[src/rtl/fetch_stage.sv]
// fetch_stage: PC generation, credit-limited imem requests, and a response FIFO feeding decode.
module fetch_stage #(
    parameter logic [31:0] RESET_PC = 32'h0000_0000,
    parameter int DEPTH = 4
) (
    input  logic        clk,
    input  logic        rst,
    output logic        imem_req_valid,
    input  logic        imem_req_ready,
    output logic [31:0] imem_req_addr,
    input  logic        imem_rsp_valid,
    input  logic [31:0] imem_rsp_data,
    input  logic        redirect_valid,
    input  logic [31:0] redirect_pc,
    output logic        dec_valid,
    input  logic        dec_ready,
    output logic [31:0] dec_instr,
    output logic [31:0] dec_pc,
    output logic        busy
);
    localparam int AW = $clog2(DEPTH);
    localparam int CW = AW + 1;
    logic [31:0] fetch_pc;
    logic [31:0] pend_pc [DEPTH];
    logic [31:0] fifo_pc [DEPTH];
    logic [31:0] fifo_instr [DEPTH];
    logic [AW-1:0] pq_wr, pq_rd, wr_ptr, rd_ptr;
    logic [CW-1:0] count, outstanding, stale_cnt;
    logic [CW:0] used;
    logic req_fire, rsp_take, push, pop;
    logic unused_bits;
    assign unused_bits = ^redirect_pc[1:0];
    // Credits cover both buffered words and words still in flight, so the FIFO can never overflow.
    assign used = {1'b0, count} + {1'b0, outstanding};
    assign imem_req_valid = !rst && !redirect_valid && (used < (CW+1)'(DEPTH));
    assign imem_req_addr = fetch_pc;
    assign req_fire = imem_req_valid && imem_req_ready;
    assign rsp_take = imem_rsp_valid && (outstanding != '0);
    assign push = rsp_take && (stale_cnt == '0) && !redirect_valid;
    assign dec_valid = count != '0;
    assign pop = dec_valid && dec_ready;
    assign dec_instr = dec_valid ? fifo_instr[rd_ptr] : '0;
    assign dec_pc = dec_valid ? fifo_pc[rd_ptr] : '0;
    assign busy = (outstanding != '0) || (stale_cnt != '0);
    always_ff @(posedge clk) begin
        if (rst) begin
            fetch_pc <= RESET_PC;
            pq_wr <= '0;
            pq_rd <= '0;
            wr_ptr <= '0;
            rd_ptr <= '0;
            count <= '0;
            outstanding <= '0;
            stale_cnt <= '0;
        end else begin
            fetch_pc <= redirect_valid ? {redirect_pc[31:2], 2'b00} : req_fire ? fetch_pc + 32'd4 : fetch_pc;
            pq_wr <= pq_wr + AW'(req_fire);
            pq_rd <= pq_rd + AW'(rsp_take);
            wr_ptr <= wr_ptr + AW'(push);
            rd_ptr <= redirect_valid ? wr_ptr : rd_ptr + AW'(pop);
            count <= redirect_valid ? '0 : count + CW'(push) - CW'(pop);
            outstanding <= outstanding + CW'(req_fire) - CW'(rsp_take);
            // Everything still in flight at a redirect belongs to the abandoned path.
            stale_cnt <= redirect_valid ? outstanding - CW'(rsp_take)
                                        : stale_cnt - CW'(rsp_take && (stale_cnt != '0));
        end
    end
    always_ff @(posedge clk) begin
        if (req_fire) pend_pc[pq_wr] <= fetch_pc;
        if (push) begin
            fifo_pc[wr_ptr] <= pend_pc[pq_rd];
            fifo_instr[wr_ptr] <= imem_rsp_data;
        end
    end
endmodule

[config.mk]
export PLATFORM = sky130hd
export DESIGN_NAME = fetch_stage
export DESIGN_NICKNAME = d
export VERILOG_FILES = /design/src/rtl/fetch_stage.sv
export SDC_FILE = /design/constraint.sdc
export NUM_CORES = 1
export LEC_CHECK = 0
export ABC_AREA = 1
export CAP_MARGIN = 20
export CORE_MARGIN = 5
export CORE_UTILIZATION = 25
export DETAILED_ROUTE_END_ITERATION = 10
export GPL_TIMING_DRIVEN = 0
export PLACE_DENSITY = 0.52
export SETUP_SLACK_MARGIN = 0.02
export SKIP_CTS_REPAIR_TIMING = 1
export SYNTH_ARGS = -nofsm -noshare
export SYNTH_HDL_FRONTEND = slang
export SYNTH_SLANG_ARGS = --single-unit
[constraint.sdc]
create_clock -name clk -period 7.39 [get_ports clk]
set_input_delay 1.1085 -clock clk [delete_from_list [all_inputs] [get_ports clk]]
set_output_delay 1.1085 -clock clk [all_outputs]
set_load 0.03 [all_outputs]
==> run_results.csv <==
group,metric,value,unit
outcome,status,"finished, final reports clean",
floorplan,die_h,272,microns
cts,cts_max_level,2,
routing,vias_per_cell,4.45,
yosys,synth_area_per_cell,11.2,sq um
floorplan,top_level_ports,169,
power,ir_worst_vdd,0.167,mV
yosys,yosys_warnings,0,
worst_setup_path,worst_ep_arrival_time,3.43,ns
timing,fmax,220,MHz
grt,grt.total_usage,13.1,%
cts,clock_latency,0.57,ns
grt,grt_pass1_vias,12000,
yosys,synth-simple-area-share,13.5,%
finish,n_antenna_cell,0,
min_path,hp-class,"flip-flop to flip-flop",
timing,finClkSkew,0.0270,ns
yosys,yosys_register_bits,415,
finish,layout-drive-gt1-share,8.08,%
cts,cts_tree,"done",
worst_setup_path,crit_buf_inv,2,
floorplan,initial_utilization,25.1,%
yosys,synth_top_area_share,64.6,%
cts,cts_buffers,44,
timing,hold_ws,0.576,ns
worst_setup_path,crit_chain,"nor3_2 > clkbuf_1 > a21oi_1 > clkdlybuf4s50_1",
timing,relSlewSlack,22.9,%
yosys,async_reset_ff_share,0,%
floorplan,core_area,68200,sq um
grt,antenna_found_initial,0,
worst_setup_path,worstSetupPathType,"flip-flop to primary output",
worst_setup_path,slowest_stage,"nor3_2",
worst_setup_path,cp.required,6.28,ns
yosys,synth_xor_xnor_area_share,0.973,%
yosys,yosysUniqueCellTypes,36,
yosys,seq_area_frac_synth,70.1,%
yosys,synth_common_cells,"edfxtp_1 (368), nor2_1 (368), o21ai_0 (197), nand2_1 (133), a21oi_1 (86)",
timing,post-route-period-util,61.4,%
power,p_leak,0.00743,uW
yosys,syn_inst,1524,
placed_design,numPortBuffers,160,
worst_setup_path,slowest_delay,0.93,ns
yosys,synth_area_leaders,"edfxtp_1 (65%), nor2_1 (8.1%), o21ai_0 (5.8%)",
finish,multi_input_area,4460,sq um
routing,dr.pass1.iters,5,
floorplan,die-area,73800,sq um
floorplan,num_rows,96,
yosys,yosysTopAreaCell,"edfxtp_1",
yosys,synth_enable_flop_cells,368,
yosys,synth_fa_ha_area_share,1.33,%
grt,overflow,0,
timing,rsz0062_at_grt,"no",
flow_run,cap_violations,0,
worst_setup_path,cp-start-kind,"flip-flop",
timing,final_max_slew_viol_count,0,
yosys,synth_top_family_by_area,"simple AND/OR/NAND/NOR gates",
grt,grt_pass1_wl,74.7,mm
floorplan,dieWidth,272,microns
cts,clkTransAtPathRegs,0.06,ns
worst_setup_path,worstPathMaxFanout,10,
grt,grt_max_degree,15,
placed_design,place.gp.congestion,0.830,
finish,regArea,12000,sq um
finish,fillers,6844,
timing,fin_crit,4.54,ns
routing,route.detailed.wl_per_inst,18.4,microns
yosys,syn_area,17100,sq um
timing,final-setup-viol-count,0,
yosys,synthFlopType,"edfxtp_1",
cts,cts_sinks,415,
routing,drc,0,
finish,fin_nets,1861,
routing,drtIter0Drc,994,
timing,final.setup.tns,0,ns
placed_design,dp_hpwl,34.8,mm
routing,vias,12000,
routing,wl,49.5,mm
placed_design,place_inst,2610,
cts,ctsLongestPathBuffers,3,
yosys,synth_compound_area_share,9.92,%
worst_setup_path,end_kind,"primary output",
power,power_density,277,nW/um^2
worst_setup_path,timing.critical_path.max_delay_family,"buffers and inverters",
timing,hold_viol,0,
routing,antenna_left,0,
finish,final_cells,2689,
finish,area_delta_synth_final,26.9,%
yosys,synthMuxAreaShare,0,%
timing,worst_pin_slew,1.15,ns
cts,cts_root_buf,"clkbuf_16",
==> worst register-to-register path, cell delays in order, from the launching register on <==
cell and delay (ns):
dfxtp_1 0.34, nor3_2 0.93, clkbuf_1 0.73, nor2_1 0.16, ha_1 0.33, inv_1 0.04, ha_1 0.19, fa_1 0.38
xnor2_1 0.19, xor2_1 0.18, nor2_1 0.05
==> where the power goes <==
part           switching [uW]  total (uW)  internal, uW
Combinational             754        1090           335
Sequential               66.5        2810          2750
Clock                     908        2110          1200
Total                    1730        6010          4290
==> cell type report <==
type | count | share of cell area (%)
Buffer | 84 | 1.77
Clock buffer | 52 | 5.21
Clock inverter | 27 | 1.08
Inverter | 86 | 1.49
Multi-Input combinational cell | 942 | 20.5
Sequential cell | 415 | 55.2
Tap cell | 882 | 5.08
Timing Repair Buffer | 201 | 9.62
==> metal layers <==
layer / GRT usage [%] / vias up / share of wire (%)
met1: 17.6 / 5784 / 44
met2: 22.3 / 329 / 49
li1: - / 5793 / -
met3: 2.66 / 55 / 5.7
met5: 0 / - / 0
met4: 2.35 / 0 / 1.4
==> cells by family (layout without fill, tap and decap cells) <==
| group | Yosys count | after routing |
|---|---|---|
| AO/OA/AOI/OAI | 325 | 325 |
| XOR/XNOR | 19 | 19 |
| adder cells (fa/ha/maj) | 17 | 17 |
| buffers and inverters | 170 | 450 |
| flip-flops | 415 | 415 |
| other | 1 | 4 |
| AND/OR/NAND/NOR | 577 | 577 |
==> metrics by stage <==
| stage | setup WS, ns | power, uW | util, % | instance area, sq um |
|---|---|---|---|---|
| floorplan | 0.914 | 3480 | - | 17100 |
| global placement | -4.07 | 3920 | 29.1 | 19800 |
| detailed placement | 2.85 | 3960 | 29.8 | 20400 |
| CTS | 2.82 | 6090 | 31.8 | 21700 |
| global route | 2.73 | 6300 | 31.8 | 21700 |
| finish | 2.85 | 6010 | 31.8 | 21700 |
==> path summary, 6_finish.rpt <==
| check | start | endpoint | slack [ns] | cells past startpoint |
|---|---|---|---|---|
| hold / removal | stale_cnt[2]$_SDFF_PP0_ | stale_cnt[2]$_SDFF_PP0_ | 0.58 | 2 |
| setup / recovery | count[0]$_SDFF_PP0_ | dec_pc[24] | 2.85 | 4 |
| hold reg to reg | stale_cnt[2]$_SDFF_PP0_ | stale_cnt[2]$_SDFF_PP0_ | 0.58 | 2 |
| setup reg to reg | count[0]$_SDFF_PP0_ | count[2]$_SDFF_PP0_ | 3.78 | 10 |
==> state kept, by name, summed over array words and instances (netlist names) <==
signal         cells
imem_req_addr     30
rd_ptr             2
fifo_instr       128
pq_rd              2
pq_wr              2
fifo_pc          120
count              3
pend_pc          120
wr_ptr             2
stale_cnt          3
outstanding        3
==> layout by cell type (no fill, tap or decap), types with 3 or more instances in the layout <==
master and count:
o21bai_1 3, clkbuf_1 65, nor3_2 9, buf_1 5, edfxtp_1 368, nand2_1 133, inv_2 3, nor2_1 368
clkinv_2 7, o21ai_0 197, buf_6 35, nand4_1 4, buf_4 6, ha_1 15, buf_2 13, clkinv_1 8
o22ai_1 30, inv_1 83, a21oi_1 86, conb_1 4, a22oi_1 3, clkinvlp_4 6, nand3_1 53, buf_8 9
xor2_1 10, xnor2_1 9, dfxtp_1 47, bufinv_16 3, clkdlybuf4s50_1 160, clkbuf_16 44
(Power assumes the default switching activity.)
